<file path="src/rtl/jk_ctrl_pkg.sv">
// Shared definitions for JK bank controllers: op codes, sequencer states and
// the expected-readback rule.
package jk_ctrl_pkg;

  // Op encoding is the {j,k} pair driven onto the target bit.
  localparam logic [1:0] OP_HOLD   = 2'b00;
  localparam logic [1:0] OP_RESET  = 2'b01;
  localparam logic [1:0] OP_SET    = 2'b10;
  localparam logic [1:0] OP_TOGGLE = 2'b11;

  typedef enum logic [1:0] {
    IDLE  = 2'b00,
    ISSUE = 2'b01,
    CHECK = 2'b10
  } jk_state_t;

  // Value a JK flip-flop should hold after one clock of the given op.
  function automatic logic jk_expect(input logic [1:0] op, input logic q_prev);
    logic res;
    case (op)
      OP_RESET:  res = 1'b0;
      OP_SET:    res = 1'b1;
      OP_TOGGLE: res = ~q_prev;
      default:   res = q_prev;
    endcase
    return res;
  endfunction

endpackage

</file>
<file path="src/rtl/rr_arbiter.sv">
// Combinational round-robin picker: the first requester at or after ptr wins.
module rr_arbiter #(
  parameter int unsigned NREQ = 4,
  parameter int unsigned PTRW = $clog2(NREQ)
) (
  input  logic [NREQ-1:0] req,
  input  logic [PTRW-1:0] ptr,
  output logic [NREQ-1:0] win_oh,
  output logic [PTRW-1:0] win_idx,
  output logic            win_vld
);

  // Scan requesters in priority order ptr, ptr+1, ... wrapping at NREQ.
  always_comb begin
    win_oh  = '0;
    win_idx = '0;
    win_vld = 1'b0;
    for (int unsigned i = 0; i < NREQ; i++) begin
      int unsigned cand;
      cand = (32'(ptr) + i) % NREQ;
      if (!win_vld && req[cand]) begin
        win_vld      = 1'b1;
        win_oh[cand] = 1'b1;
        win_idx      = PTRW'(cand);
      end
    end
  end

endmodule

</file>
<file path="src/rtl/jk_cmd_arbiter.sv">
// Round-robin command sequencer for an external JK flip-flop bank. Grants one
// requester per transaction, drives its j/k pair for one clock, reads the bit
// back and flags mismatches or bad indices on a sticky err.
module jk_cmd_arbiter
  import jk_ctrl_pkg::*;
#(
  parameter int unsigned NREQ  = 4,
  parameter int unsigned NBITS = 8,
  parameter int unsigned IDXW  = 3
) (
  input  logic                 clk,
  input  logic                 rst,
  input  logic [NREQ-1:0]      req,
  input  logic [NREQ*IDXW-1:0] req_idx,
  input  logic [NREQ*2-1:0]    req_op,
  input  logic [NBITS-1:0]     q_in,
  output logic [NBITS-1:0]     j_out,
  output logic [NBITS-1:0]     k_out,
  output logic [NREQ-1:0]      gnt,
  output logic                 busy,
  output logic                 err
);

  localparam int unsigned PTRW = (NREQ > 1) ? $clog2(NREQ) : 1;

  jk_state_t        state;
  logic [PTRW-1:0]  ptr;
  logic [PTRW-1:0]  win_q;
  logic [NREQ-1:0]  win_oh_q;
  logic [IDXW-1:0]  idx_q;
  logic [1:0]       op_q;
  logic             qprev_q;
  logic             oor_q;

  logic [NREQ-1:0]  win_oh;
  logic [PTRW-1:0]  win_idx;
  logic             win_vld;
  logic [IDXW-1:0]  idx_sel;
  logic [1:0]       op_sel;
  logic             sel_ok;
  logic             q_sel;
  logic [NBITS-1:0] j_sel;
  logic [NBITS-1:0] k_sel;
  logic             q_chk;
  logic [PTRW-1:0]  ptr_nxt;

  rr_arbiter #(
    .NREQ (NREQ),
    .PTRW (PTRW)
  ) u_rr (
    .req     (req),
    .ptr     (ptr),
    .win_oh  (win_oh),
    .win_idx (win_idx),
    .win_vld (win_vld)
  );

  // Pick out the winning requester's index and op.
  always_comb begin
    idx_sel = '0;
    op_sel  = OP_HOLD;
    for (int unsigned r = 0; r < NREQ; r++) begin
      if (win_oh[r]) begin
        idx_sel = req_idx[r*IDXW +: IDXW];
        op_sel  = req_op[r*2 +: 2];
      end
    end
  end

  // Decode the selected index: range check, current q and the one-hot j/k drive.
  always_comb begin
    sel_ok = 1'b0;
    q_sel  = 1'b0;
    j_sel  = '0;
    k_sel  = '0;
    for (int unsigned b = 0; b < NBITS; b++) begin
      if (32'(idx_sel) == b) begin
        sel_ok   = 1'b1;
        q_sel    = q_in[b];
        j_sel[b] = op_sel[1];
        k_sel[b] = op_sel[0];
      end
    end
  end

  // Readback of the latched bit; unused when the index was out of range.
  always_comb begin
    q_chk = 1'b0;
    for (int unsigned b = 0; b < NBITS; b++) begin
      if (32'(idx_q) == b) begin
        q_chk = q_in[b];
      end
    end
  end

  // Pointer moves just past the winner so it has lowest priority next time.
  always_comb begin
    ptr_nxt = (32'(win_q) == NREQ - 1) ? '0 : win_q + PTRW'(1);
  end

  assign busy = (state != IDLE);

  // Sequencer: IDLE latches a winner and drives j/k, ISSUE hands over to the
  // bank edge and raises gnt, CHECK compares the readback.
  always_ff @(posedge clk or negedge rst) begin
    if (!rst) begin
      state    <= IDLE;
      ptr      <= '0;
      win_q    <= '0;
      win_oh_q <= '0;
      idx_q    <= '0;
      op_q     <= OP_HOLD;
      qprev_q  <= 1'b0;
      oor_q    <= 1'b0;
      j_out    <= '0;
      k_out    <= '0;
      gnt      <= '0;
      err      <= 1'b0;
    end else begin
      unique case (state)
        IDLE: begin
          if (win_vld) begin
            win_q    <= win_idx;
            win_oh_q <= win_oh;
            idx_q    <= idx_sel;
            op_q     <= op_sel;
            qprev_q  <= q_sel;
            oor_q    <= !sel_ok;
            j_out    <= j_sel;
            k_out    <= k_sel;
            state    <= ISSUE;
          end
        end
        ISSUE: begin
          j_out <= '0;
          k_out <= '0;
          gnt   <= win_oh_q;
          state <= CHECK;
        end
        CHECK: begin
          gnt <= '0;
          ptr <= ptr_nxt;
          if (oor_q || (q_chk != jk_expect(op_q, qprev_q))) begin
            err <= 1'b1;
          end
          state <= IDLE;
        end
        default: begin
          j_out <= '0;
          k_out <= '0;
          gnt   <= '0;
          state <= IDLE;
        end
      endcase
    end
  end

endmodule

</file>
<file path="config.mk">
export PLATFORM = sky130hd
export DESIGN_NAME = jk_cmd_arbiter
export DESIGN_NICKNAME = d
export VERILOG_FILES = /design/src/rtl/jk_ctrl_pkg.sv /design/src/rtl/rr_arbiter.sv /design/src/rtl/jk_cmd_arbiter.sv
export SDC_FILE = /design/constraint.sdc
export NUM_CORES = 1
export LEC_CHECK = 0
export ABC_AREA = 1
export CAP_MARGIN = 20
export CELL_PAD_IN_SITES_DETAIL_PLACEMENT = 0
export CELL_PAD_IN_SITES_GLOBAL_PLACEMENT = 1
export CORE_UTILIZATION = 33
export DETAILED_ROUTE_END_ITERATION = 10
export MAX_ROUTING_LAYER = met4
export PLACE_DENSITY = 0.82
export SLEW_MARGIN = 20
export SYNTH_ARGS = -nofsm -noshare
export SYNTH_HDL_FRONTEND = slang
export SYNTH_SLANG_ARGS = --single-unit
</file>
<file path="constraint.sdc">
create_clock -name clk -period 2.4 [get_ports clk]
set_input_delay 0.48 -clock clk [delete_from_list [all_inputs] [get_ports clk]]
set_output_delay 0.48 -clock clk [all_outputs]
set_load 0.01 [all_outputs]
</file>
Word level (Yosys, flattened, before mapping). Index checks and enable logic that the tools add are counted.

Word-level logic and storage cells: 156. Register bits after elaboration: 38. Output and inout port bits: 22.

Equality and inequality tests: 22. Mux-type cells: 86. Bitwise gates (word level): 5. Add/sub/neg operators: 4. Reductions and logical operators: 19. Order comparisons: 8.

Operators with widths (count): 1-bit 2-to-1 mux (53); 8-bit case mux with 2 select lines (2); 3-bit == test, second input constant (8); 2-bit 2-to-1 mux (10); 4-bit 2-to-1 mux (4); 8-bit 2-to-1 mux (2); 3-bit by 2-bit == test with 1-bit output, second input constant (4); 2-bit by 3-bit < comparator with 1-bit output, second input constant (4); 3-bit 2-to-1 mux (4); 4-bit bitwise OR (3); 1-bit binary-select mux with 2-bit select (4); 1-bit demux with 2-bit select (4); 2-bit == test, second input constant (4); 2-bit by 1-bit greater-or-equal comparator with 1-bit output, second input constant (4); 4-bit case mux with 2 select lines (1); 1-bit logical AND (7); 3-bit by 1-bit == test with 1-bit output, second input constant (2); 3-bit logical NOT (2); 2-bit AND reduction (3); 2-bit by 1-bit adder with 2-bit output, second input constant (2); 2-bit adder, second input constant (2); 2-bit by 1-bit == test with 1-bit output, second input constant (2); 1-bit logical NOT (4); 2-bit case mux with 2 select lines (1); 7 further kinds (8).

Depth between registers and ports, before layout.
Word-level depth: 26. Depth in mapped cells: 21. Gate-level depth less buffers: 21.

Cells and area by module. A second synthesis with hierarchy kept.

Cell total of the unflattened synthesis: 288. Area, all modules: 2307.2 um2.

By module, submodules not included: jk_cmd_arbiter (cells an instance 214, sequential area each 950.9 um2, instances 1, area each 1871.8 um2); rr_arbiter (cells an instance 74, sequential area each 0.0 um2, instances 1, area each 435.4 um2).

Worst setup path after synthesis. No wires, ideal clock.

Kind: reg-to-reg. From: reg ptr[0]. To: reg qprev_q. Data arrival time: 2.496 ns. Buffers on the path: 0. Setup slack: -0.212 ns. Clock period less this slack: 2.612 ns. Stages on the path, launching flop included: 21. Data required time: 2.284 ns. Path through: dfrtp_1 > inv_2 > ha_1 > inv_1 > nand3_1 > nand2_1 > nor2_4 > nand2_1 > nand2_2 > nor2_4 > o21ai_4 > inv_2 > or2_4 > nand2_4 > nor2_2 > nand3_1 > nand3_1 > nor2_1 > nand4_1 > nand2_1 > nand2_1.

Longest elaborated chain between the ends: 25. Elaborated cells on any way between the ends: 69. Classes of those cells: add/sub: 3; order compare: 8; eq/ne: 7; mux: 36; bitwise: 3; reduce/logical: 12.

RTL lines: start: declaration (line jk_cmd_arbiter.sv:27) `logic [PTRW-1:0] ptr;`; start signal: assignment (line jk_cmd_arbiter.sv:142) `ptr <= ptr_nxt;`; parallel branches: the longest is 25 deep, another holds 2-bit by 3-bit < comparator with 1-bit output; end signal: assignment (line jk_cmd_arbiter.sv:127) `qprev_q <= q_sel;`; end: declaration (line jk_cmd_arbiter.sv:32) `logic qprev_q;`.

Several ways; the timed one is not identified. The select of a mux whose other input is x is not followed. A chain may end at the register's enable or synchronous reset.

Worst setup path in the final report. Same ends and word-level chain as after synthesis.

==> summary.txt <==
Placement
  • GP Congestion: 0.8193
  • Placed cells: 479
  • Placed inst area: 3257 µm²
  • DPL Wire Length: 4879 µm
  • Port bufs: 55

STA
  • Endpoints failing hold: 0
  • Unrepaired setup endpoints after global routing: true
  • Hold WS: 0.2830 ns
  • PnR worst setup slack: -0.04650 ns
  • Max-slew headroom: 45.15%
  • Clk_skew: 0.006773 ns
  • Final period utilization: 101.9%
  • Final setup viols: 2
  • Min cycle time layout: 2.447 ns
  • Slew Viols, Final: 0
  • Worst-Margin Slew: 0.8227 ns
  • Max frequency: 408.7 MHz

Drt
  • DRC viols: 0
  • Number of DRC markers in iteration 0: 90
  • Max layer used: met4
  • Post-DRT Antenna Nets: 0
  • DRT Pass-1 Iters: 4
  • Routed via count: 2417
  • Met2 routed WL: 3296 µm
  • Vias/cell: 4.758
  • Met1 WL: 3024 µm
  • Drt wl/cell: 13.18 µm
  • Final WL: 6694 µm
  • DR WL met3: 249 µm

Synthesis
  • Syn_nets: 343
  • Synth Flop Type: dfrtp_1
  • Syn avg cell area: 7.836 µm²
  • Main combinational cell family by area after synthesis: simple AND/OR/NAND/NOR gates
  • Fraction of synthesized area in multiplexers: 0%
  • Mapped Area: 2359 µm²
  • Mapped Cells: 301
  • Post-synthesis compound-gate area fraction: 15.60%
  • Synth cell types: 35
  • Top-area cell type share of the netlist area: 40.32%
  • Post-synthesis share of cell area spent on xor and xnor gates: 0%
  • Synth area leaders: dfrtp_1, nand2_1, o21ai_0
  • Post-Synth Adder-Cell Area: 4.244%
  • Dominant cell type by area after synthesis: dfrtp_1
  • Synth warn: 0
  • Simple-Gate Fraction of Synth Area: 32.84%
  • Top-count cell post-synth: nand2_1
  • Most instantiated cells after synthesis: nand2_1, dfrtp_1, inv_1
  • Sequential share of the synthesized area: 40.32%
  • #FFs+latches synth: 38
  • Fraction of registers with async set/reset: 100.0%
  • EDFF count, synth: 0

Floorplanning
  • Die H: 86.54 µm
  • Die W: 86.54 µm
  • Rows: 30
  • Initial Util: 34.52%
  • IO Count: 56
  • Full die area: 7489 µm²
  • Core Footprint: 6832 µm²

Run
  • Max-cap violations: 0

Cells and area
  • Layout cell share with drive strength beyond 1: 32.77%
  • Finished Core Util: 54.67%
  • Finished Cell Area: 3735 µm²
  • Fin nets: 453
  • Diode count: 0
  • Fin cells: 508
  • Area growth syn-to-layout: 58.36%

Critical path
  • FF-to-FF path depth: 17
  • Crit path kind: reg -> reg
  • CP Data Arrival Time: 2.68 ns
  • CP startpoint kind: flop
  • Crit-path max FO: 7
  • Setup crit end kind: flop
  • Worst Path Required: 2.63 ns

Run status
  • Status: complete, but fails checks
  • Violated checks: negative setup slack

Global routing
  • Largest net degree at the start of global routing: 39
  • Vias in the first global route: 2413
  • Initial antenna violation count: 0
  • GR Util All Layers: 19.92%
  • Global-route wire length before repair: 11270 µm
  • GRT overflow: 0

Clock tree
  • CTS clk-pin slew, worst paths: 0.07 ns
  • CTS Buffer Depth: 2
  • Root Driver: clkbuf_8
  • Total CTS buffers: 5
  • Clk_lat worst skew: 0.29 ns
  • H-tree depth: 2
  • CTS tree: built
  • Hold buffers post-CTS: 0
  • Clk sinks: 38

Min path
  • Class of the worst hold path: in -> async
[final timing paths]
check	startpoint	endpoint	slack, ns
max in group asynchronous	rst	ptr[0]	1.54
max reg2reg	ptr[0]	qprev_q	-0.05
min in group clk	err	err	0.47
min reg2reg	err	err	0.47
max	ptr[0]	qprev_q	-0.05
min	rst	idx_q[1]	0.28
[final cells by class]
cell class | instances | area (µm²)
fillers | 658 | 3097
flip-flops and latches | 38 | 953.4
clock inverters | 1 | 5.005
multi-input cells | 223 | 1439
inverters | 36 | 145.1
repair buffers | 107 | 985.9
clock buffers | 7 | 86.33
well taps | 96 | 120.1
[critical path, stage by stage, from the launching register on]
cell      delay (ns)
dfrtp_2         0.43
inv_4           0.07
ha_4            0.23
inv_6           0.08
nand3_4         0.06
nand2_4         0.08
nor2_4          0.06
a21boi_2        0.19
nand3_4         0.15
buf_6           0.16
a21oi_4         0.19
a21oi_4         0.10
buf_6           0.12
nor3_4          0.20
nand2_1         0.07
nand4_1         0.09
nand2_1         0.05
nand2_1         0.05
[state kept, by name (all words and copies together), names as in the netlist]
signal,count
ptr,2
k_out,8
win_oh_q,4
qprev_q,1
idx_q,3
op_q,2
gnt,4
state,2
win_q,2
oor_q,1
j_out,8
err,1
[what timing repair did]
action | CTS | global route
gates resized for setup | 42 | 28
gates cloned | 0 | 0
endpoints found under the setup margin | 16 | 21
hold endpoints to repair | 0 | 0
pin swaps | 34 | 20
buffers inserted | 17 | 4
[logic make-up (layout without fill, tap and decap cells)]
group,after synthesis,after routing
buf+inv,40,151
fa+ha+maj,8,8
flops,38,38
simple gates,155,155
compound gates,60,60
[cell usage in the layout (no fill, tap or decap), types with 2 or more instances in the layout]
cell and count:
clkbuf_8 6, nand4_1 6, dlygate4sd2_1 4, dfrtp_2 2
buf_6 8, ha_1 7, nor2_2 4, nor2_4 5
nor2_1 8, inv_4 2, o21ai_1 16, nand2_4 6
nand3_4 8, inv_1 29, inv_2 4, a21oi_4 2
o21ai_0 16, a21oi_2 7, nand2_1 79, clkdlybuf4s50_1 50
a21oi_1 8, buf_4 42, a31oi_1 2, buf_12 2
nand3_1 8, nand2_2 25, dfrtp_1 36
[per-layer routing]
metal,track usage (%),vias to the layer above
met5,-,-
met1,25.37,1142
met4,7.727,0
met3,2.286,13
met2,32.54,66
li1,-,1196
[through the flow]
stage	TNS (ns)	worst slack, ns
2_1_floorplan	-0.006932	-0.006932
3_3_place_gp	-6.994	-0.4786
3_5_place_dp	-7.668	-0.4985
4_1_cts	-0.04642	-0.04642
5_1_grt	-2.089	-0.1920
6_report	-0.08216	-0.04650
Power is not shown: default switching activity piles up to over one toggle a cycle in this logic, so the estimate is an artifact.
